**src/rtl/dm_cache_ctrl.sv**
```systemverilog
// Direct-mapped cache controller: looks up valid/tag memories for a CPU read,
// fills the line from the next level on a miss, and keeps hit/miss statistics.
module dm_cache_ctrl #(
  parameter int INDEX_LEN  = 6,
  parameter int TAG_LEN    = 8,
  parameter int OFFSET_LEN = 2,
  parameter int CNT_W      = 16
) (
  input  logic                          clk,
  input  logic                          reset,
  input  logic                          cpu_req,
  input  logic [TAG_LEN+INDEX_LEN+OFFSET_LEN-1:0] cpu_addr,
  output logic                          cpu_ready,
  output logic                          cpu_rvalid,
  output logic                          cpu_hit,
  output logic [INDEX_LEN-1:0]          vm_index,
  output logic                          vm_write,
  input  logic                          vm_valid,
  output logic                          tm_write,
  output logic [TAG_LEN-1:0]            tm_tag_out,
  input  logic [TAG_LEN-1:0]            tm_tag_in,
  output logic                          dm_write,
  output logic                          mem_req,
  output logic [TAG_LEN+INDEX_LEN-1:0]  mem_addr,
  input  logic                          mem_ack,
  output logic [CNT_W-1:0]              hit_count,
  output logic [CNT_W-1:0]              miss_count
);

  typedef enum logic [2:0] {
    S_IDLE,
    S_LOOKUP,
    S_COMPARE,
    S_FILL,
    S_UPDATE,
    S_RESPOND
  } state_t;

  state_t               state_reg, state_next;
  logic [TAG_LEN-1:0]   tag_reg, tag_next;
  logic [INDEX_LEN-1:0] index_reg, index_next;
  logic                 hit_reg, hit_next;
  logic [CNT_W-1:0]     hit_cnt_reg, hit_cnt_next;
  logic [CNT_W-1:0]     miss_cnt_reg, miss_cnt_next;

  logic [TAG_LEN-1:0]   req_tag;
  logic [INDEX_LEN-1:0] req_index;
  logic                 offset_unused;

  // The offset selects a word inside the line; the controller only tracks lines.
  assign req_tag       = cpu_addr[TAG_LEN+INDEX_LEN+OFFSET_LEN-1 -: TAG_LEN];
  assign req_index     = cpu_addr[OFFSET_LEN +: INDEX_LEN];
  assign offset_unused = ^cpu_addr[OFFSET_LEN-1:0];

  // Line address and fill tag always come from the latched request.
  assign mem_addr   = {tag_reg, index_reg};
  assign tm_tag_out = tag_reg;
  assign hit_count  = hit_cnt_reg;
  assign miss_count = miss_cnt_reg;

  // State, latched request and statistics registers; reset wins over everything.
  always_ff @(posedge clk) begin
    if (reset) begin
      state_reg    <= S_IDLE;
      tag_reg      <= '0;
      index_reg    <= '0;
      hit_reg      <= 1'b0;
      hit_cnt_reg  <= '0;
      miss_cnt_reg <= '0;
    end else begin
      state_reg    <= state_next;
      tag_reg      <= tag_next;
      index_reg    <= index_next;
      hit_reg      <= hit_next;
      hit_cnt_reg  <= hit_cnt_next;
      miss_cnt_reg <= miss_cnt_next;
    end
  end

  // Next-state and Moore outputs; every strobe defaults low.
  always_comb begin
    state_next    = state_reg;
    tag_next      = tag_reg;
    index_next    = index_reg;
    hit_next      = hit_reg;
    hit_cnt_next  = hit_cnt_reg;
    miss_cnt_next = miss_cnt_reg;
    cpu_ready     = 1'b0;
    cpu_rvalid    = 1'b0;
    cpu_hit       = 1'b0;
    vm_index      = index_reg;
    vm_write      = 1'b0;
    tm_write      = 1'b0;
    dm_write      = 1'b0;
    mem_req       = 1'b0;

    case (state_reg)
      S_IDLE: begin
        cpu_ready = 1'b1;
        if (cpu_req) begin
          // Present the index now so the registered reads start at the accept edge.
          vm_index   = req_index;
          tag_next   = req_tag;
          index_next = req_index;
          state_next = S_LOOKUP;
        end
      end
      S_LOOKUP: begin
        state_next = S_COMPARE;
      end
      S_COMPARE: begin
        if (vm_valid && (tm_tag_in == tag_reg)) begin
          hit_next = 1'b1;
          if (hit_cnt_reg != '1) hit_cnt_next = hit_cnt_reg + 1'b1;
          state_next = S_RESPOND;
        end else begin
          hit_next = 1'b0;
          if (miss_cnt_reg != '1) miss_cnt_next = miss_cnt_reg + 1'b1;
          state_next = S_FILL;
        end
      end
      S_FILL: begin
        mem_req = 1'b1;
        if (mem_ack) state_next = S_UPDATE;
      end
      S_UPDATE: begin
        vm_write   = 1'b1;
        tm_write   = 1'b1;
        dm_write   = 1'b1;
        state_next = S_RESPOND;
      end
      S_RESPOND: begin
        cpu_rvalid = 1'b1;
        cpu_hit    = hit_reg;
        state_next = S_IDLE;
      end
      default: begin
        state_next = S_IDLE;
      end
    endcase
  end

endmodule

```
**config.mk**
```make
export PLATFORM = sky130hd
export DESIGN_NAME = dm_cache_ctrl
export DESIGN_NICKNAME = d
export VERILOG_FILES = /design/src/rtl/dm_cache_ctrl.sv
export SDC_FILE = /design/constraint.sdc
export NUM_CORES = 1
export LEC_CHECK = 0
export ABC_CLOCK_PERIOD_IN_PS = 5590
export CORE_UTILIZATION = 29
export CTS_CLUSTER_SIZE = 10
export DETAILED_ROUTE_END_ITERATION = 10
export GPL_TIMING_DRIVEN = 1
export PLACE_DENSITY = 0.58
export SETUP_SLACK_MARGIN = 0.15
export SYNTH_ARGS = -nofsm -noshare
export SYNTH_HDL_FRONTEND = slang
export SYNTH_SLANG_ARGS = --single-unit
```
**constraint.sdc**
```tcl
create_clock -name clk -period 5.59 [get_ports clk]
set_input_delay 1.118 -clock clk [delete_from_list [all_inputs] [get_ports clk]]
set_output_delay 1.118 -clock clk [all_outputs]
set_load 0.01 [all_outputs]
```
==> qor.txt, run 1 <==
Arrival time worst endpoint: 3.03 ns
Core area: 8380 µm²
Critical path origin: cpu_req
Drt initial violations: 70
Fmax: 241 MHz
Top layer in use: met4
HPWL Detailed: 4820 µm
Post-Synth Simple-Gate Area: 32.4%
Met2 wire length: 3170 µm
Multi-input gate area: 1410 µm²
Routed wire per std cell: 13.7 µm
Status: finished clean
First-pass GRT wire length: 11000 µm
DRT antenna net count: 0
TritonRoute pass-1 iters: 4
Post-synth net total: 350
Clk pin slew, worst setup/hold paths: 0.09 ns
TritonCTS Sinks: 50
Post-synthesis sequential area ratio: 39.0%
Setup Viol. Count Final: 0
Worst Reg-to-Reg Cells: 5
Fin Setup TNS: 0 ns
Minimum hold slack: 0.487 ns
CTS Hold Buffers Added: 0
Clock Latency Late Sink: 0.30 ns
Final worst slack: 1.45 ns
Die W: 96.0 µm
Clk buf depth: 2
Worst Max-Slew Pin Slew: 0.977 ns
# resized after CTS: 0
Starting density of the core: 30.6%
Slew Limit Fails: 0
Post-layout minimum cycle time: 4.14 ns
Fin nets: 424
Crit path launch type: primary input
Hold path start: index_reg[2]
Initial antenna violation count: 0
#FFs+latches synth: 50
TritonCTS clock tree: yes
Fin cells: 498
Post-Layout Inst Area: 3560 µm²
Slew headroom: 34.9%
Area Overhead vs Synth: 38.9%
P per Cell Area: 203 nW/µm²
Synth warn: 0
Adder-Cell Fraction of Synth Area: 0.976%
Vias: 2621
CTS Buf Count: 5
Proportion of synthesized area in mux cells: 0.878%
GRT Residual Overflow: 0
FP Rows: 33
Total wire length: 6800 µm
Setup WS pre-CTS: 1.42 ns
Top Ports: 96
RD Place Congestion: 0.721
Number of I/O port buffers: 93
Synth Area in XOR/XNOR: 2.73%
Distinct cell type count of the synthesized netlist: 42
DRC: 0
Htree depth: 2
Hold Crit Depth: 2
Main combinational cell family by area after synthesis: simple AND/OR/NAND/NOR gates
Synth Area in Compound Gates: 17.9%
Placed insts: 491
GRT Overall Usage: 15.1%
Post-Syn Instances: 319
Vias per std cell: 5.26
Vias in the first global route: 2315
Final critical-path share of the clock period: 74.1%
# diodes: 0
Syn_area_per_cell: 8.04 µm²
Unrepaired setup endpoints after global routing: no
CTS root buffer: clkbuf_8
Layout cells sized above 1: 4.33%
Hold Fails Final Rpt: 0
Met1 WL: 3190 µm
DIE AREA: 9220 µm²
Mapped Area: 2560 µm²
Largest net degree at the start of global routing: 53
Setup CP Type: primary input to output port
Die height: 96.0 µm
FF/Latch Area: 1000 µm²
Critical R2R Launch: state_reg[1]
Leak pwr: 0.00114 µW
Filler instances: 849
Maximum vdd drop: 111 µV
Max-cap violation count: 0
Clock skew: 0.00795 ns
Post-CTS setup buffers: 0
Min-delay worst type: flip-flop to flip-flop
Post-Place Cell Area: 3480 µm²
Critical path peak fanout: 14
Worst Setup End Kind: output port
Required @ worst endpoint: 4.47 ns
Met3 WL: 367 µm
stage by stage:
stage / util [%] / total power (µW)
finish: 42.5 / 723
detailed placement: 41.6 / 529
global placement: 41.6 / 527
global route: 42.5 / 761
floorplan: - / 461
CTS: 42.5 / 734
path summary, 6_finish.rpt:
check / slack (ns) / endpoint
hold / removal: 0.49 / index_reg[2]
setup / recovery: 1.45 / vm_index[5]
setup reg to reg: 3.24 / hit_count[15]
hold reg to reg: 0.49 / index_reg[2]
worst max-delay path, stage by stage:
cell and delay, ns:
clkdlybuf4s50_1 0.50, and2_0 0.62, nand2_1 0.16, nand2_1 0.09, clkdlybuf4s50_1 0.54
cells in the final DEF, fill, tap and decap left out, types with 8 or more instances in the layout:
| master | n |
|---|---|
| nand4_1 | 17 |
| dfxtp_1 | 50 |
| or3_1 | 15 |
| o31ai_1 | 11 |
| or4_1 | 13 |
| nand3_1 | 12 |
| xnor2_1 | 8 |
| o21ai_0 | 16 |
| nor2_1 | 8 |
| nand2_1 | 45 |
| a21oi_1 | 44 |
| clkdlybuf4s50_1 | 92 |
cell type report:
cell class	count	share of cell area [%]
Multi-Input combinational cell	240	39.6
Sequential cell	50	28.1
Timing Repair Buffer	94	26.2
Tap cell	105	3.69
Clock buffer	7	2.14
Inverter	2	0.211
cell usage after synthesis (all sizes together):
| master | instances | area [µm²] |
|---|---|---|
| dfxtp | 50 | 1000 |
| inv | 2 | 7.51 |
| nor3 | 5 | 25.0 |
| a211oi | 1 | 7.51 |
| mux2 | 2 | 22.5 |
| a2bb2oi | 1 | 8.76 |
| o21ai | 16 | 80.1 |
| xnor2 | 8 | 70.1 |
| or4 | 13 | 97.6 |
| o31a | 1 | 8.76 |
| nand3 | 13 | 70.1 |
| or3 | 15 | 93.8 |
| and3b | 1 | 8.76 |
| o41ai | 1 | 8.76 |
| nor2b | 3 | 18.8 |
| and3 | 6 | 37.5 |
| and2 | 5 | 31.3 |
| nor3b | 3 | 33.8 |
| o21a | 1 | 7.51 |
| nor2 | 8 | 30.0 |
| o31ai | 11 | 82.6 |
| o21ba | 2 | 20.0 |
| a21oi | 44 | 220 |
| or2 | 1 | 6.26 |
| nand4 | 18 | 119 |
| nor4 | 3 | 18.8 |
| a31oi | 1 | 6.26 |
| buf | 12 | 91.3 |
| nand2 | 46 | 175 |
| o211ai | 1 | 7.51 |
| clkbuf | 15 | 57.6 |
| nand2b | 2 | 12.5 |
| and4 | 6 | 52.6 |
| ha | 2 | 25.0 |
layer usage:
| layer | vias to the layer above | GRT usage (%) |
|---|---|---|
| met5 | - | 0 |
| met4 | 0 | 4.10 |
| met3 | 5 | 3.48 |
| met2 | 61 | 24.9 |
| met1 | 1240 | 19.8 |
| li1 | 1315 | - |
kinds of logic after synthesis:
group | after synthesis
simple gates | 148
fa+ha+maj | 2
compound gates | 80
mux | 2
flops | 50
buf+inv | 29
xor+xnor | 8
power by group:
part / internal (µW) / leakage [µW] / switching, µW
registers: 368 / 0.000405 / 14.2
clock network: 86.6 / 0.0000383 / 117
logic: 73.8 / 0.000695 / 63.8
total: 528 / 0.00114 / 195
Power figures use the tool's default switching activity.
==> run 2, diff against run 1 <==
--- a/config.mk
+++ b/config.mk
@@ -5,7 +5,7 @@
 export SDC_FILE = /design/constraint.sdc
 export NUM_CORES = 1
 export LEC_CHECK = 0
-export ABC_CLOCK_PERIOD_IN_PS = 5590
+export ABC_CLOCK_PERIOD_IN_PS = 3950
 export CORE_UTILIZATION = 29
 export CTS_CLUSTER_SIZE = 10
 export DETAILED_ROUTE_END_ITERATION = 10
==> constraint.sdc (replaced) <==
create_clock -name clk -period 3.95 [get_ports clk]
set_input_delay 0.79 -clock clk [delete_from_list [all_inputs] [get_ports clk]]
set_output_delay 0.79 -clock clk [all_outputs]
set_load 0.01 [all_outputs]
==> run 2 against run 1 <==
  * Hold slack improved by 0.0027 ns
  * Worst setup slack worse by 0.67 ns
  * Largest cell class unchanged
  * Clock-buffer cell count fell by 2
  * Total power grew 46%
  * Critical path depth stayed put
==> qor.txt, run 2 (same netlist as run 1, synthesis figures left out) <==
GRT Overall Usage: 15.2%
Post-CTS setup buffers: 0
HPWL Detailed: 4770 µm
Final critical-path share of the clock period: 80.2%
Leak pwr: 0.00115 µW
Fin nets: 425
Net Sw Power: 304 µW
Drt initial violations: 61
Fmax: 315 MHz
Slew Limit Fails: 0
Vias: 2607
Layout cells sized above 1: 5.32%
Max-cap violation count: 0
DRT antenna net count: 0
Status: finished clean
First-pass GRT wire length: 11100 µm
CTS Buf Count: 5
Sequential power share: 51.1%
Clock skew: 0.0164 ns
Multi-input gate area: 1410 µm²
Post-layout minimum cycle time: 3.17 ns
Setup WS pre-CTS: 0.771 ns
Total wire length: 6820 µm
Clock Latency Late Sink: 0.32 ns
Vias in the first global route: 2325
TritonCTS Sinks: 50
Number of I/O port buffers: 93
Final worst slack: 0.780 ns
P per Cell Area: 295 nW/µm²
Setup Viol. Count Final: 0
Critical path peak fanout: 7
Worst Max-Slew Pin Slew: 0.987 ns
Required @ worst endpoint: 3.16 ns
GRT Residual Overflow: 0
Die height: 96.0 µm
Top Ports: 96
# resized after CTS: 0
Pint: 754 µW
DRC: 0
Vias per std cell: 5.21
TritonRoute pass-1 iters: 4
# diodes: 0
Core area: 8380 µm²
Slew headroom: 34.2%
Starting density of the core: 30.6%
Fin Setup TNS: 0 ns
FP Rows: 33
Hold Fails Final Rpt: 0
FF/Latch Area: 1000 µm²
Filler instances: 865
Flop-to-flop setup slack: 1.61 ns
Arrival time worst endpoint: 2.38 ns
Clk buf depth: 2
Area Overhead vs Synth: 39.8%
Slowest stage delay, CP: 0.53 ns
Minimum hold slack: 0.489 ns
Largest net degree at the start of global routing: 53
Crit path launch type: primary input
CTS root buffer: clkbuf_8
Unrepaired setup endpoints after global routing: no
Routed wire per std cell: 13.6 µm
CP Cell Sequence: clkdlybuf4s50_1 -> and2_0 -> nand2_1 -> nand2_1 -> clkdlybuf4s50_1
CTS Hold Buffers Added: 0
Maximum vdd drop: 153 µV
Power share of the clock group: 30.4%
Sw Ratio: 28.7%
Initial antenna violation count: 0
Commonest non-fill, non-tap cell in the layout: clkdlybuf4s50_1
Die W: 96.0 µm
Clk pin slew, worst setup/hold paths: 0.11 ns
Htree depth: 2
Worst Setup End Kind: output port
RD Place Congestion: 0.743
DIE AREA: 9220 µm²
Min-delay worst type: flip-flop to flip-flop
Combinational Power Share: 18.6%
TritonCTS clock tree: yes
Slowest cell on crit path: clkdlybuf4s50_1
Setup CP Type: primary input to output port
Commonest non-fill, non-tap cells in the layout: clkdlybuf4s50_1, dfxtp_1, nand2_1, a21oi_1, nand4_1
[run 2: changes by cell type in the layout (fill, tap and decap cells not counted), sizes merged]
cell      before  now
inv            2    3
clkbuf         7    5
clkinvlp       0    2
buf            2    3
[run 2: per-stage QoR]
step	instance area (µm²)	total power [µW]	utilization [%]	instances
CTS	3580	1070	42.8	500
global route	3580	1110	42.8	500
finish	3580	1060	42.8	500
global placement	3490	748	41.7	492
floorplan	2560	652	-	319
detailed placement	3490	750	41.7	492
[run 2: layout make-up]
type	instances	share of cell area [%]
clock buffers	5	1.92
clock inverters	3	0.663
inverters	2	0.209
multi-input cells	240	39.4
flip-flops and latches	50	27.9
well taps	105	3.66
repair buffers	95	26.2
[run 2: final timing paths]
check	from	endpoint	cells after the start
worst min-delay path	index_reg[2]	index_reg[2]	2
worst max-delay path	cpu_req	vm_index[3]	5
worst min register to register	index_reg[2]	index_reg[2]	2
worst max register to register	state_reg[1]	hit_count[10]	5
[run 2: metal layers]
metal | wire, µm | vias up | global-route usage (%)
li1 | - | 1321 | -
met1 | 3240 | 1222 | 19.8
met2 | 3120 | 59 | 25.1
met3 | 390 | 5 | 3.63
met4 | 73 | 0 | 3.73
met5 | 0 | - | 0
[run 2: worst max-delay path, delay by kind of cell]
kind | cells | cell delay [ns]
buffers and inverters | 2 | 1.02
AND/OR/NAND/NOR | 3 | 0.57
[run 2: power by group through the flow]
stage	clock [µW]	combinational (µW)	sequential, µW
final	321	197	540
after global routing	349	214	544
after CTS	334	199	541
after detailed placement	0	197	552
after global placement	0	197	552
after floorplan	0	100	552
